$ cat config.mk
export PLATFORM = sky130hd
export DESIGN_NAME = reaction_timer_system
export DESIGN_NICKNAME = d
export VERILOG_FILES = /design/src/rtl/reaction_timer_system.sv
export SDC_FILE = /design/constraint.sdc
export NUM_CORES = 1
export LEC_CHECK = 0
export CAP_MARGIN = 40
export CORE_UTILIZATION = 32
export CTS_BUF_LIST = sky130_fd_sc_hd__clkbuf_4
export DETAILED_ROUTE_END_ITERATION = 10
export GPL_TIMING_DRIVEN = 0
export SLEW_MARGIN = 40
export SYNTH_ARGS = -nofsm -noshare
export SYNTH_HDL_FRONTEND = slang
export SYNTH_SLANG_ARGS = --single-unit
$ cat constraint.sdc
create_clock -name clk -period 8.35 [get_ports clk]
set_input_delay 2.505 -clock clk [delete_from_list [all_inputs] [get_ports clk]]
set_output_delay 2.505 -clock clk [all_outputs]
set_load 0.02 [all_outputs]
$ cat src/rtl/reaction_timer_system.sv
`default_nettype none
// reaction_timer_system: LCG-randomised reaction-time benchmark with a 4-digit BCD
// result scanned onto a multiplexed seven-segment display. Rev 1.0
module reaction_timer_system #(
  parameter int CLKS_PER_MS  = 50,
  parameter int MIN_DELAY_MS = 200,
  parameter int REFRESH_CLKS = 50
) (
  input  logic        clk,
  input  logic        rst,
  input  logic        start_trigger,
  input  logic        user_trigger,
  output logic        react,
  output logic [3:0]  ms,
  output logic [1:0]  display_select,
  output logic [6:0]  segments,
  output logic [3:0]  digit_select,
  output logic [15:0] random_number
);

  typedef enum logic [1:0] {
    IDLE  = 2'd0,
    WAIT  = 2'd1,
    REACT = 2'd2,
    DONE  = 2'd3
  } state_t;

  state_t      state, state_next;
  logic        start_prev, user_prev;
  logic        start_edge, user_edge;
  logic        load_start, false_start;
  logic        wait_done, ms_tick, refresh_wrap;
  logic        carry;
  logic [15:0] delay_ms;
  logic [31:0] delay_clks;
  logic [31:0] wait_cnt, ms_presc, refresh_cnt;
  logic [15:0] result, result_next, shown;

  assign start_edge   = start_trigger & ~start_prev;
  assign user_edge    = user_trigger & ~user_prev;
  assign delay_clks   = 32'(delay_ms) * 32'(CLKS_PER_MS);
  assign wait_done    = (wait_cnt == delay_clks - 32'd1);
  assign ms_tick      = (ms_presc == 32'(CLKS_PER_MS - 1));
  assign refresh_wrap = (refresh_cnt == 32'(REFRESH_CLKS - 1));

  always_ff @(posedge clk or posedge rst) begin
    if (rst) state <= IDLE;
    else     state <= state_next;
  end

  // User edge outranks start edge in WAIT/REACT; the reverse holds in IDLE/DONE
  // because only the start edge is decoded there.
  always_comb begin
    state_next  = state;
    load_start  = 1'b0;
    false_start = 1'b0;
    case (state)
      IDLE, DONE: begin
        if (start_edge) begin
          state_next = WAIT;
          load_start = 1'b1;
        end
      end
      WAIT: begin
        if (user_edge) begin
          state_next  = DONE;
          false_start = 1'b1;
        end else if (wait_done) begin
          state_next = REACT;
        end
      end
      REACT: begin
        if (user_edge) state_next = DONE;
      end
      default: state_next = IDLE;
    endcase
  end

  // Saturating 4-digit BCD increment.
  always_comb begin
    result_next = result;
    carry       = 1'b1;
    if (result != 16'h9999) begin
      for (int i = 0; i < 4; i++) begin
        if (carry) begin
          if (result[4*i +: 4] == 4'd9) begin
            result_next[4*i +: 4] = 4'd0;
          end else begin
            result_next[4*i +: 4] = result[4*i +: 4] + 4'd1;
            carry                 = 1'b0;
          end
        end
      end
    end
  end

  always_ff @(posedge clk or posedge rst) begin
    if (rst) begin
      start_prev    <= 1'b0;
      user_prev     <= 1'b0;
      random_number <= 16'd1;
      delay_ms      <= 16'd0;
      wait_cnt      <= 32'd0;
      ms_presc      <= 32'd0;
      result        <= 16'h0000;
    end else begin
      start_prev    <= start_trigger;
      user_prev     <= user_trigger;
      random_number <= random_number * 16'd25173 + 16'd13849;
      if (load_start) begin
        delay_ms <= 16'(MIN_DELAY_MS) + {6'd0, random_number[9:0]};
        wait_cnt <= 32'd0;
        ms_presc <= 32'd0;
        result   <= 16'h0000;
      end else if (false_start) begin
        result <= 16'h9999;
      end else if (state == WAIT) begin
        wait_cnt <= wait_cnt + 32'd1;
      end else if (state == REACT && !user_edge) begin
        if (ms_tick) begin
          ms_presc <= 32'd0;
          result   <= result_next;
        end else begin
          ms_presc <= ms_presc + 32'd1;
        end
      end
    end
  end

  always_ff @(posedge clk or posedge rst) begin
    if (rst) begin
      refresh_cnt    <= 32'd0;
      display_select <= 2'd0;
    end else if (refresh_wrap) begin
      refresh_cnt    <= 32'd0;
      display_select <= display_select + 2'd1;
    end else begin
      refresh_cnt <= refresh_cnt + 32'd1;
    end
  end

  assign react        = (state == REACT);
  assign shown        = (state == REACT || state == DONE) ? result : 16'h0000;
  assign ms           = shown[{display_select, 2'b00} +: 4];
  assign digit_select = 4'b0001 << display_select;

  always_comb begin
    segments = 7'h00;
    case (ms)
      4'd0:    segments = 7'h3F;
      4'd1:    segments = 7'h06;
      4'd2:    segments = 7'h5B;
      4'd3:    segments = 7'h4F;
      4'd4:    segments = 7'h66;
      4'd5:    segments = 7'h6D;
      4'd6:    segments = 7'h7D;
      4'd7:    segments = 7'h07;
      4'd8:    segments = 7'h7F;
      4'd9:    segments = 7'h6F;
      default: segments = 7'h00;
    endcase
  end

endmodule
`default_nettype wire

==> metrics.csv <==
stage;metric;value;unit
yosys;Synth Warn #;0;
yosys;top-count cell post-synth;dfrtp_1;
setup_path;CP Max Fanout;6;
global_routing;GRT Overall Usage;13.7;%
yosys;Synth cell types;74;
final_layout;Core Util, Final;36.5;%
final_layout;share of layout cells above drive strength 1;5.82;%
yosys;Main synth FF type;dfrtp_1;
clock_tree;Max clock buf depth;2;
global_routing;first-pass GRT wire length;39.8;mm
clock_tree;# hold bufs at CTS;0;
timing;clk_skew;0.0350;ns
floorplanning;Ports;38;
global_routing;grt total ovfl;0;
clock_tree;H-tree depth;4;
run;max cap viols;0;
global_routing;number of global-route vias before repair;8297;
timing;Final min period;5.92;ns
yosys;area leader, netlist;dfrtp_1;
timing;count of pins over their slew limit;0;
clock_tree;worst skew pair latency;0.61;ns
setup_path;Setup CP Type;reg2out;
placed_design;placed wire-length estimate;17.2;mm
placed_design;routability congestion estimate;0.792;
route;total length of routed wires;22.6;mm
clock_tree;CTS tree;yes;
power;PwrDens;299;mW/mm2
placed_design;dpl cells;1654;
global_routing;largest net degree at the start of global routing;62;
timing;Slew HR;58.0;%
final_layout;fin nets;1388;
status;status;finished, final reports clean;
yosys;synth top area cells;dfrtp_1, ha_1, fa_1;
timing;final hold violations;0;
timing;Slew @ Worst Pin;0.625;ns
route;vias per cell;4.88;
power;Sw Ratio;48.0;%
yosys;Mapped Area;0.0110;mm2
route;1st-pass router iterations;5;
power;Sw Pwr;1.76;mW
clock_tree;Post-CTS Setup Repair Bufs;0;
final_layout;final cell count without fillers;1687;
clock_tree;Clock Tree Root;clkbuf_4;
yosys;synth cell count leaders;dfrtp_1, ha_1, nor2_1;
timing;final worst-path cycle share;71.0;%
power;Sequential Power Share;23.4;%
hold_path;HP Class;reg2reg;
timing;final worst hold slack;0.493;ns
setup_path;Req. time, crit path;5.85;ns
route;Initial DRC Count;356;
yosys;Synth top area share;32.8;%
clock_tree;CTS Sinks;145;
setup_path;CP endpoint kind;output pin;
clock_tree;Num CTS Buffers;17;
floorplanning;Initial Utilization;32.7;%
route;detailed-route DRC error count;0;
yosys;syn nets;1329;
floorplanning;die area;0.0350;mm2
floorplanning;die height;187;um
timing;setup violators final;0;
power;Pleak;5.62;nW
route;drt wl/cell;13.4;um
yosys;sequential element share of the synthesized area;33.1;%
setup_path;WP data arrival;3.42;ns
yosys;Post-Syn Instances;1166;
floorplanning;core area;0.0336;mm2
yosys;number of synthesized flops with an enable pin;0;
timing;f_max;169;MHz
yosys;Yosys reg bits;145;
global_routing;initial antenna violation count;1;
placed_design;Port Buffer Count;37;
placed_design;DP Area;0.0120;mm2
clock_tree;Post-CTS Resized;0;
final_layout;design area;0.0123;mm2
route;antenna-violating nets left;0;
clock_tree;Clk pin slew, worst setup/hold paths;0.15;ns
power;Max VDD drop;0.187;mV
timing;accumulated negative setup slack;0;ns
power;Pint;1.91;mW
final_layout;Area growth, synth to finish;11.7;%
power;Clk pwr share;12.6;%
yosys;share of synthesized registers carrying an async set or reset;100;%
floorplanning;die width;187;um
route;vias post-DR;8226;
timing;unrepaired setup endpoints after global routing;false;
floorplanning;site row count;67;
yosys;Syn Area/Cell;9.41;um2
power;combinational share of power;64.0;%
setup_path;startpoint types;flip-flop;
-- worst max-delay path, cell delays in order (launching register included) --
cell and delay [ns]:
dfrtp_1 0.42, clkbuf_1 0.33, mux4_2 0.62, nand2_1 0.16
inv_1 0.11, ha_1 0.20, nor2_1 0.15, o21ai_0 0.09
nand2_1 0.11, clkdlybuf4s50_1 0.63
-- area by class of cell --
| class | count | area (um2) |
|---|---|---|
| diodes | 1 | 2.50 |
| plain buffers | 26 | 113 |
| clock buffers | 17 | 128 |
| clock inverters | 15 | 149 |
| fillers | 3395 | 21400 |
| inverters | 89 | 342 |
| multi-input cells | 906 | 6910 |
| flip-flops and latches | 145 | 3630 |
| well taps | 448 | 561 |
| repair buffers | 40 | 433 |
-- per-stage QoR --
| stage | power (mW) | setup slack [ns] |
|---|---|---|
| 2_1_floorplan | 2.74 | 1.95 |
| 3_3_place_gp | 3.16 | -0.408 |
| 3_5_place_dp | 3.22 | 2.56 |
| 4_1_cts | 3.71 | 2.37 |
| 5_1_grt | 4.06 | 2.14 |
| 6_report | 3.67 | 2.43 |
-- placed cells by master (no fill, tap or decap), types with 17 or more instances in the layout --
cell               n
clkbuf_1          21
or3_1             22
xor2_1            57
ha_1             125
a21oi_1           51
nand3_1           45
o21ai_0           54
dfrtp_1          144
clkdlybuf4s50_1   37
nand4_1           28
nand2_1           92
fa_1              34
inv_1             88
nor3_1            26
clkbuf_4          17
nor2_1           107
xnor2_1           77
and3_1            27
-- path summary, 6_finish.rpt --
check	end	depth (start not counted)	startpoint	slack (ns)
worst max-delay path	segments[5]	9	display_select[0]$_DFFE_PP0N_	2.43
worst min-delay path	refresh_cnt[31]$_DFF_PP0_	1	refresh_cnt[31]$_DFF_PP0_	0.49
worst max register to register	random_number[14]$_DFF_PP0_	17	random_number[5]$_DFF_PP0_	3.45
worst min register to register	refresh_cnt[31]$_DFF_PP0_	1	refresh_cnt[31]$_DFF_PP0_	0.49
max in group asynchronous	ms_presc[11]$_DFFE_PP0P_	4	rst	5.20
min in group asynchronous	delay_ms[2]$_DFFE_PP0P_	2	rst	2.25
-- logic make-up (layout without fill, tap and decap cells) --
group	count (synthesis)	count (layout)	share of synthesized area [%]
flip-flops	145	145	33.1
adder cells (fa/ha/maj)	159	159	20.4
multiplexers	15	15	1.77
other	0	1	0
AND/OR/NAND/NOR	423	423	19.6
AO/OA/AOI/OAI	174	174	10.2
XOR/XNOR	135	135	10.8
buffers and inverters	115	187	4.07
-- sequential cells by signal, indices dropped and copies added, names as in the netlist --
name,count
wait_cnt,32
refresh_cnt,32
start_prev,1
result,16
display_select,2
state,2
delay_ms,11
user_prev,1
ms_presc,32
random_number,16
-- metal layers --
metal / wire length, um / global-route usage [%]
met5: 0 / 0
met4: 378 / 4.70
met3: 393 / 1.89
met2: 10700 / 22.9
met1: 11200 / 18.2
-- power by group through the flow --
stage	registers [mW]	logic (mW)	clock network [mW]
floorplan	0.842	1.90	0
CTS	0.859	2.36	0.484
finish	0.859	2.35	0.464
detailed placement	0.873	2.35	0
global placement	0.870	2.29	0
global route	0.873	2.68	0.510
No activity file was read; power rests on OpenSTA's default activity.
